[src/rtl/id_ex_stage.sv]
// rtl/id_ex_stage.sv - ID/EX pipeline register with load-use hazard detection and bubble insertion.
// Optional bubble counter enabled by defining ID_EX_PERF_CNT_EN; otherwise bubble_cnt is tied to zero.
module id_ex_stage (
  input  logic        clk,
  input  logic        reset,
  input  logic        id_valid,
  input  logic [18:0] id_ctrl,
  input  logic [31:0] id_rs_data,
  input  logic [31:0] id_rt_data,
  input  logic [31:0] id_imm,
  input  logic [31:0] id_pc4,
  input  logic [4:0]  id_rs,
  input  logic [4:0]  id_rt,
  input  logic [4:0]  id_rd,
  input  logic [4:0]  id_shamt,
  input  logic        flush,
  input  logic        hold,
  output logic        ex_valid,
  output logic [18:0] ex_ctrl,
  output logic [31:0] ex_rs_data,
  output logic [31:0] ex_rt_data,
  output logic [31:0] ex_imm,
  output logic [31:0] ex_pc4,
  output logic [4:0]  ex_rs,
  output logic [4:0]  ex_rt,
  output logic [4:0]  ex_rd,
  output logic [4:0]  ex_shamt,
  output logic        lu_stall,
  output logic [31:0] bubble_cnt
);

  logic        valid_q, valid_d;
  logic [18:0] ctrl_q, ctrl_d;
  logic [31:0] rs_data_q, rs_data_d, rt_data_q, rt_data_d;
  logic [31:0] imm_q, imm_d, pc4_q, pc4_d;
  logic [4:0]  rs_q, rs_d, rt_q, rt_d, rd_q, rd_d, shamt_q, shamt_d;
  logic        hazard;
  logic        load_bubble;

  // A load in EX whose destination is read by the instruction in ID; $zero never conflicts.
  assign hazard = valid_q & ctrl_q[6] & (rt_q != 5'd0) & id_valid &
                  ((rt_q == id_rs) | (rt_q == id_rt));
  assign lu_stall    = hazard & ~hold;
  assign load_bubble = ~hold & (flush | lu_stall);

  always_comb begin
    valid_d   = valid_q;
    ctrl_d    = ctrl_q;
    rs_data_d = rs_data_q;
    rt_data_d = rt_data_q;
    imm_d     = imm_q;
    pc4_d     = pc4_q;
    rs_d      = rs_q;
    rt_d      = rt_q;
    rd_d      = rd_q;
    shamt_d   = shamt_q;
    if (!hold) begin
      if (load_bubble) begin
        valid_d   = 1'b0;
        ctrl_d    = '0;
        rs_data_d = '0;
        rt_data_d = '0;
        imm_d     = '0;
        pc4_d     = '0;
        rs_d      = '0;
        rt_d      = '0;
        rd_d      = '0;
        shamt_d   = '0;
      end else begin
        valid_d   = id_valid;
        ctrl_d    = id_valid ? id_ctrl : 19'd0;
        rs_data_d = id_rs_data;
        rt_data_d = id_rt_data;
        imm_d     = id_imm;
        pc4_d     = id_pc4;
        rs_d      = id_rs;
        rt_d      = id_rt;
        rd_d      = id_rd;
        shamt_d   = id_shamt;
      end
    end
  end

  always_ff @(posedge clk) begin
    if (reset) begin
      valid_q   <= 1'b0;
      ctrl_q    <= '0;
      rs_data_q <= '0;
      rt_data_q <= '0;
      imm_q     <= '0;
      pc4_q     <= '0;
      rs_q      <= '0;
      rt_q      <= '0;
      rd_q      <= '0;
      shamt_q   <= '0;
    end else begin
      valid_q   <= valid_d;
      ctrl_q    <= ctrl_d;
      rs_data_q <= rs_data_d;
      rt_data_q <= rt_data_d;
      imm_q     <= imm_d;
      pc4_q     <= pc4_d;
      rs_q      <= rs_d;
      rt_q      <= rt_d;
      rd_q      <= rd_d;
      shamt_q   <= shamt_d;
    end
  end

`ifdef ID_EX_PERF_CNT_EN
  logic [31:0] cnt_q, cnt_d;

  always_comb begin
    cnt_d = cnt_q;
    if (load_bubble) cnt_d = cnt_q + 32'd1;
  end

  always_ff @(posedge clk) begin
    if (reset) cnt_q <= '0;
    else       cnt_q <= cnt_d;
  end

  assign bubble_cnt = cnt_q;
`else
  assign bubble_cnt = 32'h0;
`endif

  assign ex_valid   = valid_q;
  assign ex_ctrl    = ctrl_q;
  assign ex_rs_data = rs_data_q;
  assign ex_rt_data = rt_data_q;
  assign ex_imm     = imm_q;
  assign ex_pc4     = pc4_q;
  assign ex_rs      = rs_q;
  assign ex_rt      = rt_q;
  assign ex_rd      = rd_q;
  assign ex_shamt   = shamt_q;

endmodule
[config.mk]
export PLATFORM = sky130hd
export DESIGN_NAME = id_ex_stage
export DESIGN_NICKNAME = d
export VERILOG_FILES = /design/src/rtl/id_ex_stage.sv
export SDC_FILE = /design/constraint.sdc
export NUM_CORES = 1
export LEC_CHECK = 0
export CAP_MARGIN = 20
export CORE_MARGIN = 2
export CORE_UTILIZATION = 25
export CTS_CLUSTER_SIZE = 10
export DETAILED_ROUTE_END_ITERATION = 8
export PLACE_DENSITY = 0.61
export SETUP_SLACK_MARGIN = 0.15
export SYNTH_ARGS = -nofsm -noshare
export SYNTH_HDL_FRONTEND = slang
export SYNTH_SLANG_ARGS = --single-unit
[constraint.sdc]
create_clock -name clk -period 1.61 [get_ports clk]
set_input_delay 0.2415 -clock clk [delete_from_list [all_inputs] [get_ports clk]]
set_output_delay 0.2415 -clock clk [all_outputs]
set_load 0.01 [all_outputs]
==> results by group <==
Status
  – Outcome: finished, violations left
  – Failing checks: negative setup slack

Setup path
  – CP max-delay cell: dfxtp_4
  – R2R depth: 10
  – CP top delay family: buffers and inverters
  – Worst setup EP type: flop
  – WS Path Type: reg2reg
  – R2R Setup Slk: -0.27 ns
  – R2R Path End: ex_rt_data[31]
  – CP Launch Type: flop
  – Max FO, Critical Path: 5
  – Critical Path RT: 1.92 ns
  – Max stage delay on crit path: 0.38 ns
  – Worst path buffer plus inverter count: 5
  – WP data arrival: 2.19 ns
  – CP cell instances: xnor2_1, nand3_1, o22ai_2, buf_6, a2111oi_4, buf_6, buf_12, clkbuf_16, clkbuf_16, a22o_1
  – Worst r2r src: ex_rt[4]

STA
  – Crit share post-route: 1.17
  – Maximum clock rate: 533 MHz
  – Slew Limit Fails: 0
  – RSZ-0062 raised after global routing: true
  – Setup violators final: 159
  – Final Skew: roughly 0.012 ns
  – Setup ws final: -0.266 ns
  – Min cycle time layout: 1.88 ns
  – Fin. Hold Viols: 0

Placement
  – IO buf count: 340
  – Place WS: -0.589 ns
  – Placer Congestion: a little under 0.8
  – Hpwl dp: around 14000 um
  – Placed cells: roughly 1100

Yosys
  – Distinct cells, synth: 20
  – Main synth FF type: dfxtp_1
  – Number of synthesized register bits: 168
  – EDFF count, synth: 0
  – Total of warnings raised by yosys: 0
  – Largest cells by area after synthesis: dfxtp_1 60%, a22o_1 25%, buf_4 4.4%
  – Synth Area per Inst: 12.3 sq um
  – Area share of the largest cell type after synthesis: 0.600
  – Post-synth top cells: 168 x dfxtp_1, 157 x a22o_1, 33 x buf_4
  – Syn Inst Count: 455
  – Most common cell in the synthesized netlist: dfxtp_1
  – Most area-hungry cell type in the Yosys netlist: dfxtp_1
  – Post-Syn Area: 5610 sq um
  – Sequential share of the synthesized area: 0.600
  – Ys async rst share: 0

CTS
  – Latest clock arrival within the worst-skew pair: 0.42 ns
  – CTS tree: yes
  – CTS clk-pin slew, worst paths: around 0.070 ns
  – CTS max path bufs: 2
  – # clock sinks: 168
  – Num CTS Buffers: 17
  – H-tree Lvls: 4
  – Clock root buffer: clkbuf_16

Die
  – Die height: 154 um
  – Starting Density: 0.256
  – # rows: 54
  – Core Region: 21900 sq um
  – Die ar.: 23600 sq um
  – Die span in x: around 150 um
  – Top Ports: 373

Min path
  – WHS Endpoint: ex_ctrl[18]
  – Hold path start: id_ctrl[18]
  – Worst hold path depth: 2
  – Type of the worst min-delay path: in2reg

Route
  – Antenna-violating nets left: 0
  – 1st-iter DRT viols: 176
  – Drt total wl: 19900 um
  – # DRC: 0
  – First-pass detailed-route iteration total: 4
  – Detailed-route via count: 5020
  – Routed vias/inst: 4.47
  – WL/cell: about 18 um

GRT
  – Gr usage total: 0.156
  – Global-route wire length before repair: 28900 um
  – Grt ovf: 0
  – Initial antenna violation count: 0
  – Vias in the first global route: 4918
  – Largest net degree at the start of global routing: 34

Pwr
  – Pwr dens: 938 nW/um^2
  – Total Power: about 9.6 mW
  – Leakage power: 4.76 nW
  – Peak VDD IR: 0.584 mV

Final layout
  – Fraction of layout instances using a drive strength above 1: 0.126
  – Final-layout fill cell count: 2097
  – Nets: 1002
  – Area Growth Syn to Fin: 81.7%
  – # diodes: 0
  – Layout Cells excl Fill: 1123

Run
  – Max-cap check violation count: 0
## worst max path at each step
| stage | end | startpoint | depth (start not counted) | slack [ns] |
|---|---|---|---|---|
| 2_1_floorplan | ex_rs_data[6] | ex_rt[2] | 7 | 0.04 |
| 3_3_place_gp | lu_stall | id_rt[4] | 6 | -0.57 |
| 3_5_place_dp | lu_stall | id_rt[4] | 6 | -0.59 |
| 4_1_cts | lu_stall | ex_rt[4] | 5 | -0.28 |
| 5_1_grt | ex_rt_data[18] | ex_rt[1] | 8 | -0.34 |
| 6_report | ex_rt_data[31] | ex_rt[4] | 10 | -0.27 |
## where the power goes
group | switching (mW) | internal, mW
logic | 0.488 | 0.787
clock network | 1.81 | 2.07
registers | 0.0883 | 4.31
total | 2.39 | 7.16
## logic make-up after synthesis
family	count (synthesis)	share of synthesized area
compound gates	172	0.266
simple gates	32	0.0303
xor+xnor	10	0.0156
flops	168	0.600
buf+inv	72	0.0879
other cells	1	0.000669
## registers in the layout (all words and copies together), names as in the netlist
signal      cells
ex_ctrl        19
ex_imm         32
ex_pc4         32
ex_rd           5
ex_rs           5
ex_rs_data     32
ex_rt           5
ex_rt_data     32
ex_shamt        5
ex_valid        1
## what timing repair did
item	in CTS	in global routing
hold buffers	0	0
pin swaps	1	26
gates resized for setup	178	29
endpoints found under the setup margin	327	159
hold endpoints to repair	0	0
setup buffers	2	4
cloned	1	9
## metal layers
metal / wire, um / GRT usage / vias to the layer above
met5: 0 / 0 / -
met4: 569 / 0.0616 / 0
met3: 1110 / 0.0426 / 34
met2: 9680 / 0.255 / 193
met1: 8580 / 0.194 / 2392
li1: - / - / 2401
## cell usage in the layout, fill, tap and decap left out, drive strengths merged
cell type and instances:
clkbuf 28, inv 7, a21oi 2, dlygate4sd2 167, nor3 1, nand3 3
clkinv 3, buf 51, xnor2 10, clkinvlp 2, a2111oi 1, conb 32
nand3b 10, nor2b 2, clkdlybuf4s50 171, o22ai 11, nand2 13, a21o 1
dfxtp 168, a22o 157, nor2 2, and2 1
## through the flow
stage | utilization | cell area, sq um | hold WS (ns) | TNS [ns]
4_1_cts | 0.450 | 9860 | 0.396 | -32.67
6_report | 0.465 | 10200 | 0.417 | -31.43
5_1_grt | 0.465 | 10200 | 0.398 | -44.75
3_5_place_dp | 0.431 | 9440 | 0.453 | -72.58
3_3_place_gp | 0.431 | 9440 | 0.454 | -69.62
2_1_floorplan | - | 5740 | 0.367 | 0
## cell type report
| cell class | count | area [sq um] | area share |
|---|---|---|---|
| clock inverters | 12 | 105 | 0.0103 |
| flip-flops and latches | 168 | 3380 | 0.332 |
| repair buffers | 397 | 3960 | 0.388 |
| clock buffers | 20 | 447 | 0.0438 |
| multi-input cells | 246 | 1950 | 0.191 |
| well taps | 280 | 350 | 0.0344 |
Power figures use the tool's default switching activity.
